[src/rtl/param_sync_fifo.sv]
// Single-clock FIFO with wrap-bit pointers, occupancy/threshold flags, error pulses, flush,
// and a choice of first-word-fall-through or registered read port.
module param_sync_fifo #(
  parameter int DATA_W   = 4,
  parameter int ADDR_W   = 8,
  parameter int AF_LEVEL = 252,
  parameter int AE_LEVEL = 4,
  parameter int FWFT     = 1
) (
  input  logic              i_clk,
  input  logic              i_rst_n,
  input  logic              i_flush,
  input  logic              i_wr_en,
  input  logic [DATA_W-1:0] i_wr_data,
  input  logic              i_rd_en,
  output logic [DATA_W-1:0] o_rd_data,
  output logic              o_rd_valid,
  output logic              o_full,
  output logic              o_empty,
  output logic              o_almost_full,
  output logic              o_almost_empty,
  output logic [ADDR_W:0]   o_count,
  output logic              o_overflow,
  output logic              o_underflow
);

  localparam int              DEPTH = 1 << ADDR_W;
  localparam logic [ADDR_W:0] C_AF  = (ADDR_W+1)'(AF_LEVEL);
  localparam logic [ADDR_W:0] C_AE  = (ADDR_W+1)'(AE_LEVEL);
  localparam logic [ADDR_W:0] C_ONE = (ADDR_W+1)'(1);

  logic [DATA_W-1:0] r_mem [DEPTH];
  logic [ADDR_W:0]   r_wptr;
  logic [ADDR_W:0]   r_rptr;
  logic              r_overflow;
  logic              r_underflow;

  logic [ADDR_W:0]   w_count;
  logic              w_full;
  logic              w_empty;
  logic              w_wr_ok;
  logic              w_rd_ok;

  // Status comes only from the registered pointers, never from the request inputs.
  assign w_count = r_wptr - r_rptr;
  assign w_empty = (r_wptr == r_rptr);
  assign w_full  = (r_wptr[ADDR_W] != r_rptr[ADDR_W]) &&
                   (r_wptr[ADDR_W-1:0] == r_rptr[ADDR_W-1:0]);
  assign w_wr_ok = i_wr_en && !w_full;
  assign w_rd_ok = i_rd_en && !w_empty;

  always_ff @(posedge i_clk or negedge i_rst_n) begin
    if (!i_rst_n) begin
      r_wptr      <= '0;
      r_rptr      <= '0;
      r_overflow  <= 1'b0;
      r_underflow <= 1'b0;
    end else if (i_flush) begin
      r_wptr      <= '0;
      r_rptr      <= '0;
      r_overflow  <= 1'b0;
      r_underflow <= 1'b0;
    end else begin
      if (w_wr_ok) r_wptr <= r_wptr + C_ONE;
      if (w_rd_ok) r_rptr <= r_rptr + C_ONE;
      r_overflow  <= i_wr_en && w_full;
      r_underflow <= i_rd_en && w_empty;
    end
  end

  // Storage is deliberately left unreset; the pointers alone define valid contents.
  always_ff @(posedge i_clk) begin
    if (w_wr_ok && !i_flush) r_mem[r_wptr[ADDR_W-1:0]] <= i_wr_data;
  end

  generate
    if (FWFT != 0) begin : g_fwft
      // Drive zero while empty so the port never exposes stale storage.
      assign o_rd_data  = w_empty ? '0 : r_mem[r_rptr[ADDR_W-1:0]];
      assign o_rd_valid = !w_empty;
    end else begin : g_reg
      logic [DATA_W-1:0] r_rd_data;
      logic              r_rd_valid;

      always_ff @(posedge i_clk or negedge i_rst_n) begin
        if (!i_rst_n) begin
          r_rd_data  <= '0;
          r_rd_valid <= 1'b0;
        end else if (i_flush) begin
          r_rd_valid <= 1'b0;
        end else begin
          r_rd_valid <= w_rd_ok;
          if (w_rd_ok) r_rd_data <= r_mem[r_rptr[ADDR_W-1:0]];
        end
      end

      assign o_rd_data  = r_rd_data;
      assign o_rd_valid = r_rd_valid;
    end
  endgenerate

  assign o_full         = w_full;
  assign o_empty        = w_empty;
  assign o_almost_full  = (w_count >= C_AF);
  assign o_almost_empty = (w_count <= C_AE);
  assign o_count        = w_count;
  assign o_overflow     = r_overflow;
  assign o_underflow    = r_underflow;

endmodule

[config.mk]
export PLATFORM = sky130hd
export DESIGN_NAME = param_sync_fifo
export DESIGN_NICKNAME = d
export VERILOG_FILES = /design/src/rtl/param_sync_fifo.sv
export SDC_FILE = /design/constraint.sdc
export NUM_CORES = 1
export LEC_CHECK = 0
export CAP_MARGIN = 40
export CORE_ASPECT_RATIO = 1.1
export CORE_MARGIN = 1.5
export CORE_UTILIZATION = 24
export CTS_BUF_LIST = sky130_fd_sc_hd__clkbuf_4
export DETAILED_ROUTE_END_ITERATION = 6
export GPL_TIMING_DRIVEN = 0
export PLACE_DENSITY = 0.36
export SYNTH_ARGS = -nofsm -noshare
export SYNTH_HDL_FRONTEND = slang
export SYNTH_SLANG_ARGS = --single-unit
[constraint.sdc]
create_clock -name i_clk -period 10 [get_ports i_clk]
set_input_delay 2.5 -clock i_clk [delete_from_list [all_inputs] [get_ports i_clk]]
set_output_delay 2.5 -clock i_clk [all_outputs]
set_load 0.05 [all_outputs]
# Word-level counts from Yosys, hierarchy flattened

Memory sizes are Yosys's and may differ from the RTL's.
Index checks and enable logic that the tools add are counted.

$add $sub $neg: 3
$lt $le $gt $ge: 2
Equality and inequality tests: 3
Muxes and demuxes: 9
Reduce and logical (&&, ||, !) cells: 11

Operators by type and width:

| cell                                                                             | count |
|---|---|
| 9-bit two-way mux                                                                | 4 |
| 9-bit by 1-bit adder with 9-bit output, second input constant                    | 2 |
| 9-bit == test                                                                    | 1 |
| 9-bit by 8-bit >= comparator with 1-bit output, second input constant            | 1 |
| 9-bit by 3-bit less-or-equal comparator with 1-bit output, second input constant | 1 |
| 9-bit subtractor                                                                 | 1 |
| 8-bit == test                                                                    | 1 |
| 1-bit logical AND                                                                | 6 |
| 1-bit two-way mux                                                                | 4 |
| 4-bit two-way mux                                                                | 1 |
| 2-bit nonzero test                                                               | 2 |
| 1-bit logical NOT                                                                | 3 |
| 1-bit != test                                                                    | 1 |

Register bits after elaboration: 20
Bits in writable memories: 1,024
Bits of input ports: 9
Output and inout port bits: 20
Memories kept: 1

Memory list:

| name  | words | bits a word | rd ports | clocked after Yosys merged registers in | write ports | RTL line | text |
|---|---|---|---|---|---|---|---|
| r_mem | 256   | 4           | 1        | 0                                       | 1           | 32       | `logic [DATA_W-1:0] r_mem [DEPTH];` |

# Longest topological paths before layout

Depth in word-level cells: 7
Mapped depth: 13
Mapped depth without buffers: 11

# Worst setup path after synthesis

Ideal clock, no wire load.

Path type: reg2out
From: register r_rptr[2]
To: output port o_almost_empty
Arrival time: 4,693 ps
Setup slack: 2,807 ps
Stages on the path, launching flop included: 13
Path buffers: 3
Cell sequence: dfrtp_1 -> buf_2 -> inv_1 -> buf_2 -> buf_1 -> ha_1 -> a21o_1 -> a21oi_1 -> o22ai_1 -> nor2_1 -> xor2_1 -> or4b_2 -> nor4_1

Longest elaborated chain between the ends: 2

RTL lines:

| element                                                   | RTL line | text |
|---|---|---|
| start, declared                                           | 34       | `logic [ADDR_W:0] r_rptr;` |
| start signal, assigned                                    | 65       | `if (w_rd_ok) r_rptr <= r_rptr + C_ONE;` |
| 9-bit subtractor                                          | 45       | `assign w_count = r_wptr - r_rptr;` |
| via o_count[8]                                            | 22       | `output logic [ADDR_W:0] o_count,` |
| 9-bit by 3-bit less-or-equal comparator with 1-bit output | 105      | `assign o_almost_empty = (w_count <= C_AE);` |
| end, declared                                             | 21       | `output logic o_almost_empty,` |

The timed path passes the listed nets, and every way through them passes these cells.

# Final worst setup path

From: register r_rptr[2]
To: output port o_rd_data[0]

Longest elaborated chain between the ends: 2

RTL lines:

| element                                                  | RTL line | text |
|---|---|---|
| memory read 256 x 4 bit or 9-bit == test (tied branches) | -        |  |
| 4-bit two-way mux (*)                                    | 79       | `assign o_rd_data = w_empty ? '0 : r_mem[r_rptr[ADDR_W-1:0]];` |
| end, declared                                            | 16       | `output logic [DATA_W-1:0] o_rd_data,` |

Mark *: on every way between the ends. The rest lies on a longest branch, timed or not.

==> summary.txt <==
==================================================================================================
Outcome                                                                               complete, but fails checks
Failing checks                                                                        design-rule violations
Final antenna-violating net count                                                                0
Chip Width                                                                                  401 µm
Highest cell delay on the worst timing path                                                0.83 ns
Synth Area in Compound Gates                                                                0.0377
Post-route DRC violation count                                                                   4
Master of the slowest instance on the critical path                                   sky130_fd_sc_hd__clkdlybuf4s50_1
Syn Nets                                                                                      2226
Total count of hold-check failures in the final report                                           0
Crit path required time                                                                    7.50 ns
Via count of the first global-routing pass                                                   25400
Num Clock Sinks                                                                               1044
Cell area after technology mapping                                                       41800 µm²
Clock tree from TritonCTS                                                                     done
Count of routing violations after the opening detailed-route iteration                        2406
Final-report setup violation count                                                               0
Simple-gate portion of the synthesized area                                                 0.0425
Final net count                                                                               2608
Pin slew with the least headroom to its limit                                              1.06 ns
Max_cap viols                                                                                    0
Gates resized, CTS repair                                                                        0
Ratio of cells with drive above 1 in the final layout                                        0.289
Detail Placement HPWL                                                                    111000 µm
Cell area after layout                                                                   49300 µm²
Post-synthesis xor/xnor area fraction                                                      0.00377
Post-route clock period utilization                                                          0.889
Unrepaired setup endpoints after global routing                                              false
Chip Height                                                                                 441 µm
Launching point of the worst reg2reg path                                                r_rptr[2]
Family of cells with the greatest summed delay on the critical path                   buffers and inverters
Fraction of synthesized area in multiplexers                                                 0.143
I/O pins                                                                                        29
Post-CTS setup buffer count                                                                      0
Post-route minimum period                                                                  8.89 ns
Combinational family with the most area after synthesis                               multiplexers
Yosys cell types                                                                                63
Initial Utilization                                                                          0.242
Power per cell area                                                                     206 nW/µm²
Number of enable-type register cells in the synthesized netlist                               1024
Share of the yosys chip area belonging to registers                                          0.747
Max Freq                                                                                   112 MHz
Type of destination of the critical path                                              primary output
Pin count of the biggest net entering global routing                                           153
Main synth FF type                                                                    sky130_fd_sc_hd__edfxtp_1
WL per Instance                                                                            32.6 µm
Worst min-delay path category                                                         flop to flop
Clock transition time at the flip-flop clock pins of the worst setup and hold paths        0.08 ns
Total detailed-routing wirelength                                                        164000 µm
Leakage power                                                                              15.4 nW
Pre-Repair DR Iteration Count                                                                    7
Post-synthesis to final-layout area growth                                                   17.9%
Final weighted congestion in routability-driven placement                                    0.835
Worst reg2reg path endpoint                                                           r_mem[161][1]
Cell Rows                                                                                      160
Bufs and invs on worst path                                                                      6
Worst-Skew Late Latency                                                                    1.27 ns
Post-synthesis async set-or-reset flop share                                                0.0192
Antenna violations before repair                                                                14
Port Buf Inserts                                                                                28
Signal arrival time at the worst endpoint                                                  6.39 ns
Synthesis Warnings                                                                               0
Post-place instance area                                                                 45900 µm²
Most frequent standard cell in the layout excluding fill and tap cells                sky130_fd_sc_hd__edfxtp_1
Total congestion overflow                                                                        0
Crit path to                                                                          o_rd_data[0]
Total of flip-flops plus latches after synthesis                                              1044
Commonest cells after routing, fill and taps aside                                    1024 x sky130_fd_sc_hd__edfxtp_1, 415 x sky130_fd_sc_hd__clkbuf_4, 287 x sky130_fd_sc_hd__nor2_1
Slew headroom                                                                                0.274
Global-route wire length before repair                                                   219000 µm
Cell chain of the critical path                                                       buf_2 > inv_1 > buf_2 > buf_2 > ha_1 > nand4_1 > or3_1 > buf_4 > nand2_1 > nor3_1 > a31o_1 > clkdlybuf4s50_1
Slew Limit Fails                                                                                 0
Register-to-register setup slack                                                           4.40 ns
Core ar.                                                                                173000 µm²
Total number of cells along the worst setup path                                                12
Filler Cell Count                                                                            17400
Overall via count from detail_route                                                          24100
Cell seen most often among critical-path stages                                       sky130_fd_sc_hd__buf_2
Kind of critical path                                                                 flop to primary output
Worst-case vdd ir drop                                                                      125 µV
H-tree levels                                                                                    5
# hold bufs at CTS                                                                               0
GRT Total Usage                                                                              0.185
Root Buffer Master                                                                    sky130_fd_sc_hd__clkbuf_4
Via-per-instance ratio                                                                        4.79
Crit start category                                                                           flop
Clock Tree Buf Depth                                                                             4
Max Clock Skew                                                                           0.0807 ns
Synth Area in Adders                                                                       0.00437
Number of standard cells after synthesis                                                      2203
Reg2reg path depth                                                                              14
Crit Path Max Fanout                                                                            10
Launch point of the critical path                                                        r_rptr[2]
Core occupancy in the finished layout                                                        0.285
Number of buffers created by CTS                                                               294
Total Die Area                                                                          177000 µm²
Mean instance size in the synthesized netlist                                             19.0 µm²
==================================================================================================
-- synthesized netlist by cell type, drive strengths merged (13+ instances only) --
master	count	area [µm²]
o22ai	20	125
a221oi	13	114
dfrtp	20	500
nand3	22	110
clkbuf	72	270
mux4	213	4860
edfxtp	1024	30700
ha	13	163
buf	62	551
a211oi	15	113
o221ai	21	184
a21oi	49	245
mux2i	101	1010
o21ai	31	155
nor2	288	1080
nand2	58	218
a22oi	42	315
inv	13	48.8
-- per-layer routing --
layer,track usage,wire (µm),vias to the layer above
li1,-,-,9890
met4,0.0732,5660,0
met3,0.0324,9130,294
met5,0,0,-
met1,0.224,65700,12900
met2,0.325,83700,1021
-- worst min path at each step --
| stage | start | slack [ns] | cells after the start | to |
|---|---|---|---|---|
| 3_5_place_dp | r_wptr[8] | 0.58 | 2 | r_wptr[8] |
| 6_report | r_rptr[8] | 0.58 | 2 | r_rptr[8] |
| 5_1_grt | r_wptr[8] | 0.61 | 2 | r_wptr[8] |
| 4_1_cts | r_wptr[8] | 0.59 | 2 | r_wptr[8] |
| 3_3_place_gp | r_wptr[8] | 0.56 | 2 | r_wptr[8] |
| 2_1_floorplan | r_wptr[8] | 0.52 | 2 | r_wptr[8] |
-- logic make-up after synthesis --
kind of cell,count (synthesis)
adders and majority gates,14
muxes,325
AOI/OAI and AO/OA,230
buffers and inverters,149
and+or+nand+nor,423
DFF,1044
xor gates and xnor gates,18
-- metrics by stage --
step | power (mW) | std cells | setup TNS (ns) | setup WS [ns] | hold slack, ns
6_report | 10.1 | 5042 | 0 | 1.11 | 0.584
5_1_grt | 10.5 | 5040 | 0 | 1.00 | 0.612
4_1_cts | 10.3 | 5039 | 0 | 1.05 | 0.591
3_5_place_dp | 6.53 | 4557 | 0 | 2.46 | 0.578
3_3_place_gp | 6.54 | 4499 | -1421.93 | -1.50 | 0.559
2_1_floorplan | 5.76 | 2203 | 0 | 2.81 | 0.523
-- flip-flops by register name, indices dropped and copies added, names as in the netlist --
register / cells
o_underflow: 1
r_wptr: 9
r_mem: 1024
r_rptr: 9
o_overflow: 1
-- layout make-up --
type / count / area, µm² / area share
Sequential cell: 1044 / 31300 / 0.634
Antenna cell: 3 / 7.51 / 0.000152
Clock buffer: 415 / 3120 / 0.0632
Timing Repair Buffer: 86 / 1160 / 0.0235
Clock inverter: 67 / 302 / 0.00612
Multi-Input combinational cell: 1010 / 9710 / 0.197
Buffer: 134 / 852 / 0.0173
Inverter: 15 / 56.3 / 0.00114
Tap cell: 2268 / 2840 / 0.0576
-- power by group --
part | total, mW | switching [mW] | internal, mW | leakage [nW]
Combinational | 1.59 | 1.02 | 0.566 | 3.82
Sequential | 4.81 | 0.00545 | 4.81 | 9.48
Clock | 3.73 | 1.81 | 1.93 | 2.09
Total | 10.1 | 2.83 | 7.30 | 15.4
-- tightest hold or removal path, stage by stage, from the launching register on --
cell and delay (ns):
sky130_fd_sc_hd__dfrtp_1 0.39, sky130_fd_sc_hd__xnor2_1 0.13, sky130_fd_sc_hd__nor2_1 0.04
Note: power is estimated with default switching activity, not from simulation.
